### config.mk
export PLATFORM = sky130hd
export DESIGN_NAME = lsu
export DESIGN_NICKNAME = d
export VERILOG_FILES = /design/src/rtl/lsu_pkg.sv /design/src/rtl/lsu_load_align.sv /design/src/rtl/lsu.sv
export SDC_FILE = /design/constraint.sdc
export NUM_CORES = 1
export LEC_CHECK = 0
export CAP_MARGIN = 10
export CORE_MARGIN = 3
export CORE_UTILIZATION = 35
export DETAILED_ROUTE_END_ITERATION = 8
export PLACE_DENSITY_LB_ADDON = 0.12
export REMOVE_ABC_BUFFERS = 1
export SYNTH_ARGS = -nofsm -noshare
export SYNTH_HDL_FRONTEND = slang
export SYNTH_SLANG_ARGS = --single-unit
export TNS_END_PERCENT = 10
### constraint.sdc
create_clock -name clk -period 10 [get_ports clk]
set_input_delay 2 -clock clk [delete_from_list [all_inputs] [get_ports clk]]
set_output_delay 2 -clock clk [all_outputs]
set_load 0.005 [all_outputs]
### src/rtl/lsu_pkg.sv
// lsu_pkg: shared widths, execute-info bus field layout, LSU FSM state codes
// and small helpers for store formatting and alignment checks.
//
// exe_info_bus layout (EXE_INFO_W = 10 bits):
//   [9:8] instruction class: EXE_INST_L (load) or EXE_INST_S (store)
//   [7:0] one-hot operation: LB, LH, LW, LBU, LHU, SB, SH, SW (bit index below)
package lsu_pkg;

  localparam int REG_W      = 32;
  localparam int REG_ADDR_W = 5;
  localparam int MEM_ADDR_W = 32;
  localparam int LSU_BE_W   = 4;
  localparam int EXE_INFO_W = 10;

  localparam int EXE_INST_HI = 9;
  localparam int EXE_INST_LO = 8;
  localparam logic [1:0] EXE_INST_NONE = 2'b00;
  localparam logic [1:0] EXE_INST_L    = 2'b01;
  localparam logic [1:0] EXE_INST_S    = 2'b10;

  // One-hot positions; loads occupy [4:0] so the aligner can take a slice.
  localparam int LSU_LB  = 0;
  localparam int LSU_LH  = 1;
  localparam int LSU_LW  = 2;
  localparam int LSU_LBU = 3;
  localparam int LSU_LHU = 4;
  localparam int LSU_SB  = 5;
  localparam int LSU_SH  = 6;
  localparam int LSU_SW  = 7;

  localparam logic [1:0] LSU_ST_IDLE = 2'd0;
  localparam logic [1:0] LSU_ST_REQ  = 2'd1;
  localparam logic [1:0] LSU_ST_WAIT = 2'd2;
  localparam logic [1:0] LSU_ST_DONE = 2'd3;

  // Halfwords need off[0] = 0, words need off = 0.
  function automatic logic is_misaligned(input logic [7:0] oh, input logic [1:0] off);
    logic half_op;
    logic word_op;
    half_op = oh[LSU_LH] | oh[LSU_LHU] | oh[LSU_SH];
    word_op = oh[LSU_LW] | oh[LSU_SW];
    return (half_op & off[0]) | (word_op & (off != 2'b00));
  endfunction

  function automatic logic [LSU_BE_W-1:0] store_be(input logic [7:0] oh, input logic [1:0] off);
    if (oh[LSU_SB]) return 4'b0001 << off;
    if (oh[LSU_SH]) return 4'b0011 << off;
    return 4'b1111;
  endfunction

  // Data is replicated across lanes so the byte enables alone pick the target.
  function automatic logic [REG_W-1:0] store_wdata(input logic [7:0] oh, input logic [REG_W-1:0] d);
    if (oh[LSU_SB]) return {4{d[7:0]}};
    if (oh[LSU_SH]) return {2{d[15:0]}};
    return d;
  endfunction

endpackage

### src/rtl/lsu_load_align.sv
// lsu_load_align: combinational extraction and sign/zero extension of load
// data from a full bus word.
//   rdata   - word returned by the data bus
//   off     - byte offset of the access (address bits [1:0])
//   load_oh - one-hot load type {LHU, LBU, LW, LH, LB}
//   data    - extended result; 0 when no load bit is set
module lsu_load_align
  import lsu_pkg::*;
(
  input  logic [REG_W-1:0] rdata,
  input  logic [1:0]       off,
  input  logic [4:0]       load_oh,
  output logic [REG_W-1:0] data
);

  logic [7:0]  lane [4];
  logic [15:0] half [2];
  logic [7:0]  sel_byte;
  logic [15:0] sel_half;

  genvar gi;
  generate
    for (gi = 0; gi < 4; gi++) begin : g_lane
      assign lane[gi] = rdata[8*gi +: 8];
    end
    for (gi = 0; gi < 2; gi++) begin : g_half
      assign half[gi] = rdata[16*gi +: 16];
    end
  endgenerate

  assign sel_byte = lane[off];
  assign sel_half = half[off[1]];

  always_comb begin
    data = '0;
    if (load_oh[LSU_LB])       data = {{24{sel_byte[7]}}, sel_byte};
    else if (load_oh[LSU_LBU]) data = {24'b0, sel_byte};
    else if (load_oh[LSU_LH])  data = {{16{sel_half[15]}}, sel_half};
    else if (load_oh[LSU_LHU]) data = {16'b0, sel_half};
    else if (load_oh[LSU_LW])  data = rdata;
  end

endmodule

### src/rtl/lsu.sv
// lsu: load/store unit between execute and the data-memory bus.
// Single outstanding access over a req/gnt/rvalid handshake; stalls the
// pipeline while a memory access is in flight; non-memory instructions pass
// straight through in IDLE with zero latency.
//   clk, rst                           - clock, asynchronous active-high reset
//   rd_we_i/rd_mem_data_i/rd_addr_i    - exu result (store data for stores)
//   mem_addr_i, exe_info_bus_i         - effective address and op info
//   rd_we_o/rd_data_o/rd_addr_o        - write-back / forwarding result
//   mem_req_o/we/addr/be/wdata         - data bus request side
//   mem_gnt_i/rvalid_i/rdata_i         - data bus response side
//   misalign_o  - pulse in the IDLE cycle that sees a misaligned access
//   bus_err_o   - pulse in the WAIT cycle where the watchdog expires
//   stallreq_o  - stall request to ctrl
module lsu
  import lsu_pkg::*;
#(
  parameter int unsigned TIMEOUT_CYCLES = 255,
  parameter bit          CHECK_ALIGN    = 1'b1
) (
  input  logic                  clk,
  input  logic                  rst,
  input  logic                  rd_we_i,
  input  logic [REG_W-1:0]      rd_mem_data_i,
  input  logic [REG_ADDR_W-1:0] rd_addr_i,
  input  logic [MEM_ADDR_W-1:0] mem_addr_i,
  input  logic [EXE_INFO_W-1:0] exe_info_bus_i,
  output logic                  rd_we_o,
  output logic [REG_W-1:0]      rd_data_o,
  output logic [REG_ADDR_W-1:0] rd_addr_o,
  output logic                  mem_req_o,
  output logic                  mem_we_o,
  output logic [MEM_ADDR_W-1:0] mem_addr_o,
  output logic [LSU_BE_W-1:0]   mem_be_o,
  output logic [REG_W-1:0]      mem_wdata_o,
  input  logic                  mem_gnt_i,
  input  logic                  mem_rvalid_i,
  input  logic [REG_W-1:0]      mem_rdata_i,
  output logic                  misalign_o,
  output logic                  bus_err_o,
  output logic                  stallreq_o
);

  logic [1:0]            state_reg, state_next;
  logic [MEM_ADDR_W-1:0] addr_reg;
  logic [REG_W-1:0]      wdata_reg;
  logic [REG_W-1:0]      data_reg;
  logic [REG_ADDR_W-1:0] rd_addr_reg;
  logic                  rd_we_reg;
  logic                  is_load_reg;
  logic                  load_ok_reg;
  logic [7:0]            oh_reg;
  logic [31:0]           cnt_reg;

  logic [1:0]       in_class;
  logic             in_mem;
  logic             in_load;
  logic             in_mis;
  logic             timeout_hit;
  logic [REG_W-1:0] load_data;

  assign in_class = exe_info_bus_i[EXE_INST_HI:EXE_INST_LO];
  assign in_load  = (in_class == EXE_INST_L);
  assign in_mem   = in_load || (in_class == EXE_INST_S);
  assign in_mis   = CHECK_ALIGN && is_misaligned(exe_info_bus_i[7:0], mem_addr_i[1:0]);

  // cnt_reg holds the number of WAIT cycles already spent, so the watchdog
  // fires in the TIMEOUT_CYCLES-th WAIT cycle.
  assign timeout_hit = (TIMEOUT_CYCLES != 0) && ((cnt_reg + 32'd1) == TIMEOUT_CYCLES);

  lsu_load_align u_align (
    .rdata   (mem_rdata_i),
    .off     (addr_reg[1:0]),
    .load_oh (oh_reg[4:0]),
    .data    (load_data)
  );

  always_comb begin
    state_next = state_reg;
    case (state_reg)
      LSU_ST_IDLE: if (in_mem) state_next = in_mis ? LSU_ST_DONE : LSU_ST_REQ;
      LSU_ST_REQ:  if (mem_gnt_i) state_next = is_load_reg ? LSU_ST_WAIT : LSU_ST_DONE;
      LSU_ST_WAIT: if (mem_rvalid_i || timeout_hit) state_next = LSU_ST_DONE;
      default:     state_next = LSU_ST_IDLE;
    endcase
  end

  always_ff @(posedge clk or posedge rst) begin
    if (rst) begin
      state_reg   <= LSU_ST_IDLE;
      addr_reg    <= '0;
      wdata_reg   <= '0;
      data_reg    <= '0;
      rd_addr_reg <= '0;
      rd_we_reg   <= 1'b0;
      is_load_reg <= 1'b0;
      load_ok_reg <= 1'b0;
      oh_reg      <= '0;
      cnt_reg     <= '0;
    end else begin
      state_reg <= state_next;
      case (state_reg)
        LSU_ST_IDLE: begin
          if (in_mem) begin
            addr_reg    <= mem_addr_i;
            wdata_reg   <= rd_mem_data_i;
            rd_addr_reg <= rd_addr_i;
            rd_we_reg   <= rd_we_i;
            is_load_reg <= in_load;
            oh_reg      <= exe_info_bus_i[7:0];
            data_reg    <= '0;
            load_ok_reg <= 1'b0;
            cnt_reg     <= '0;
          end
        end
        LSU_ST_REQ: cnt_reg <= '0;
        LSU_ST_WAIT: begin
          cnt_reg <= cnt_reg + 32'd1;
          if (mem_rvalid_i) begin
            data_reg    <= load_data;
            load_ok_reg <= 1'b1;
          end else if (timeout_hit) begin
            data_reg <= '0;
          end
        end
        default: ;
      endcase
    end
  end

  always_comb begin
    rd_we_o     = 1'b0;
    rd_data_o   = '0;
    rd_addr_o   = '0;
    mem_req_o   = 1'b0;
    mem_we_o    = 1'b0;
    mem_addr_o  = '0;
    mem_be_o    = '0;
    mem_wdata_o = '0;
    misalign_o  = 1'b0;
    bus_err_o   = 1'b0;
    stallreq_o  = 1'b0;
    case (state_reg)
      LSU_ST_IDLE: begin
        if (!in_mem) begin
          rd_we_o   = rd_we_i;
          rd_data_o = rd_mem_data_i;
          rd_addr_o = rd_addr_i;
        end else begin
          stallreq_o = 1'b1;
          misalign_o = in_mis;
        end
      end
      LSU_ST_REQ: begin
        stallreq_o  = 1'b1;
        mem_req_o   = 1'b1;
        mem_we_o    = !is_load_reg;
        mem_addr_o  = {addr_reg[MEM_ADDR_W-1:2], 2'b00};
        mem_be_o    = is_load_reg ? 4'b1111 : store_be(oh_reg, addr_reg[1:0]);
        mem_wdata_o = is_load_reg ? '0 : store_wdata(oh_reg, wdata_reg);
      end
      LSU_ST_WAIT: begin
        stallreq_o = 1'b1;
        bus_err_o  = !mem_rvalid_i && timeout_hit;
      end
      default: begin
        rd_we_o   = rd_we_reg && load_ok_reg;
        rd_data_o = data_reg;
        rd_addr_o = rd_addr_reg;
      end
    endcase
    // The IDLE passthrough is combinational, so hold everything low while
    // reset is asserted regardless of what exu is presenting.
    if (rst) begin
      rd_we_o     = 1'b0;
      rd_data_o   = '0;
      rd_addr_o   = '0;
      mem_req_o   = 1'b0;
      mem_we_o    = 1'b0;
      mem_addr_o  = '0;
      mem_be_o    = '0;
      mem_wdata_o = '0;
      misalign_o  = 1'b0;
      bus_err_o   = 1'b0;
      stallreq_o  = 1'b0;
    end
  end

endmodule

==> impl_metrics.tcl <==
set metrics [dict create \
    grt_pass1_vias 8122 \
    synthToLayoutAreaGrowth_pct 33.22 \
    nets 1432 \
    wire_per_inst_um 17.53 \
    fin_skew_ns 0.009999 \
    ir_drop_uv 138.7 \
    die_area_mm2 0.02807 \
    r2r_slack_ns 6.07 \
    ant_nets 0 \
    hold_viol 0 \
    synth-edff-count 0 \
    critPathSlowestCell "clkdlybuf4s50_1" \
    hold_depth 2 \
    row_count 58 \
    fin_setup_tns_ns 0 \
    drt_iter0_drc 733 \
    post_cts_resized 0 \
    cts-root-buf "clkbuf_16" \
    io_buffers 224 \
    cp.depth 10 \
    async_flop_share 1.000 \
    worstSetupPathType "primary input to output port" \
    p_int_mw 1.799 \
    reg2regPathDepth 9 \
    cp_top_family "buffers and inverters" \
    grt_use_met1 0.2882 \
    power.switching_mw 1.274 \
    fp.dieW_um 167.5 \
    status "finished clean" \
    gr-usage-met3 0.02856 \
    cp.buffers_inverters 5 \
    core_mm2 0.02540 \
    seq_power_share 0.318 \
    p_sw_frac 0.4145 \
    cp_slowest_stage_delay_ns 0.51 \
    vias 8512 \
    startpoint_type "primary input" \
    setup_violations 0 \
    min_period_ns 6.831 \
    cts_tree "done" \
    fin_crit_sh 0.6831 \
    p_comb_frac 0.464 \
    hold_path_class "flip-flop to flip-flop" \
    htree_num_levels 4 \
    critPathArrivalTime_ns 4.83 \
    slew_viol_final 0 \
    routed_via_density 5.153 \
    clkSinkCount 145 \
    path_max_fanout 37 \
    syn-mean-instance-area_um2 8.060 \
    clock_latency_ns 0.43 \
    routed_wl_mm 28.96 \
    use_met2 0.3230 \
    relSlewSlack 0.1957 \
    synthCells 1133 \
    maxCapViolCount 0 \
    p_clk_frac 0.218 \
    ys_ff_latch 145 \
    p_leak_nw 5.479 \
    cts_buffers 17 \
    crit_required_ns 8.00 \
    firstDrtPassIters 6 \
    ys_seq_area_frac 0.3973 \
    die_h_um 167.5 \
    start_util 0.3596 \
    cellPowerDensity_mw_per_mm2 252.6 \
    syn_area_mm2 0.009133 \
    rsz0062_at_grt "false" \
    fmax_mhz 146.4 \
    cts_buffer_depth 2 \
    ys_types 65 \
    grt.busiest_layer "met2" \
    grt-ovfl-total 0 \
    synth_top_area_share 0.3973 \
    hpwl_mm 19.72 \
    antenna_found_initial 4 \
    grt_use_total 0.2038 \
    postCtsSetupRepairBufs 0 \
    synth_ff_type "dfrtp_1" \
    hold_buffers 0 \
    drc 0 \
    cts.clk_slew.worst_paths_ns 0.07 \
    path_cells "clkdlybuf4s50_1 > inv_1 > ha_1 > nand2_1 > nand2b_1 > buf_4 > nand2_1 > buf_4 > nor2_1 > clkdlybuf4s50_1" \
    cp-end-kind "output port" \
    worst_slew_pin_slew_ns 1.202 \
    final_layout_size_suffix_gt1_frac 0.07056 \
    gp_congestion 0.8322 \
    grt_pass1_wl_mm 46.29 \
    p_total_mw 3.073 \
    yosys-top-cells-area "dfrtp_1, nand2_1, mux2i_1" \
    synth.largest_area_cell "dfrtp_1" \
    io_pins 227 \
    grt_start_max_net_pins 119 \
    yosys_warnings 0 \
]
cells in the final DEF, fill, tap and decap left out, types with 9 or more instances in the layout:
cell type          n
mux2_4            20
inv_1             31
nor2_1           142
o21ai_0           37
o22ai_1           11
clkbuf_16         17
nor4_1             9
ha_1              10
a22o_1            18
o31ai_1           14
nand2_1          276
xnor2_1           10
nor3_1            15
mux2i_1           61
dfrtp_1          145
a21o_1            21
and2_1            12
and3_1            35
nand3_1           14
clkdlybuf4s50_1  224
buf_4             15
nand4_1           10
a21oi_1           71
worst register-to-register path: cells and delay by family, from the launching register on:
family / cells / cell delay (ns)
AOI/OAI and AO/OA: 1 / 0.25
xor gates and xnor gates: 1 / 0.14
buffers and inverters: 1 / 0.47
DFF: 1 / 0.48
muxes: 1 / 0.43
and+or+nand+nor: 5 / 2.06
routing by layer:
layer	vias to the layer above	wire, um	part of all wire
li1	4206	-	-
met1	4057	13350	0.46
met2	214	13770	0.48
met3	35	1314	0.045
met4	0	519	0.018
met5	-	0	0
final timing paths:
kind,startpoint,end
min in group asynchronous,rst,addr_reg[23]$_DFFE_PP0P_
hold / removal,addr_reg[20]$_DFFE_PP0P_,addr_reg[20]$_DFFE_PP0P_
hold reg to reg,addr_reg[20]$_DFFE_PP0P_,addr_reg[20]$_DFFE_PP0P_
setup reg to reg,cnt_reg[3]$_DFFE_PP0P_,data_reg[30]$_DFFE_PP0P_
max in group asynchronous,rst,wdata_reg[19]$_DFFE_PP0P_
setup / recovery,exe_info_bus_i[9],rd_data_o[23]
power by group through the flow:
stage / logic [mW] / registers [mW] / clock network [mW]
floorplan: 0.916 / 0.946 / 0
global placement: 1.42 / 0.982 / 0
detailed placement: 1.43 / 0.988 / 0
global route: 1.59 / 1.01 / 0.718
finish: 1.43 / 0.976 / 0.671
CTS: 1.44 / 0.976 / 0.692
cell type report:
cell class,instances,area (um^2)
fillers,2509,13230
multi-input cells,870,5024
flip-flops and latches,145,3628
repair buffers,239,2355
clock buffers,17,425.4
well taps,330,412.9
clock inverters,15,186.4
inverters,32,125.1
diodes,4,10.01
cell usage after synthesis (15+ instances only):
library cell  count
o21ai_0          37
mux2_4           20
clkbuf_1         68
a22o_1           18
inv_1            32
a21oi_1          72
a21o_1           21
dfrtp_1         145
and3_1           35
nor3_1           15
mux2i_1          61
nand2_1         276
nor2_1          142
cell families after synthesis:
group	Yosys count	synth area share
flip-flops	145	0.3973
XOR/XNOR	12	0.01151
other	1	0.0004106
AO/OA/AOI/OAI	204	0.1439
multiplexers	90	0.1121
adder cells (fa/ha/maj)	11	0.01507
buffers and inverters	119	0.05480
AND/OR/NAND/NOR	551	0.2650
per-stage QoR:
| stage | area [um^2] | std cells | util | hold slack (ns) | setup slack [ns] |
|---|---|---|---|---|---|
| floorplan | 8756 | 1047 | - | 0.4374 | 0.4499 |
| global placement | 11540 | 1616 | 0.4545 | 0.4482 | 3.217 |
| detailed placement | 11540 | 1616 | 0.4545 | 0.4536 | 3.183 |
| CTS | 12160 | 1648 | 0.4786 | 0.4706 | 3.179 |
| global route | 12170 | 1652 | 0.4790 | 0.4899 | 2.916 |
| finish | 12170 | 1652 | 0.4790 | 0.4696 | 3.169 |
(Power assumes the default switching activity.)
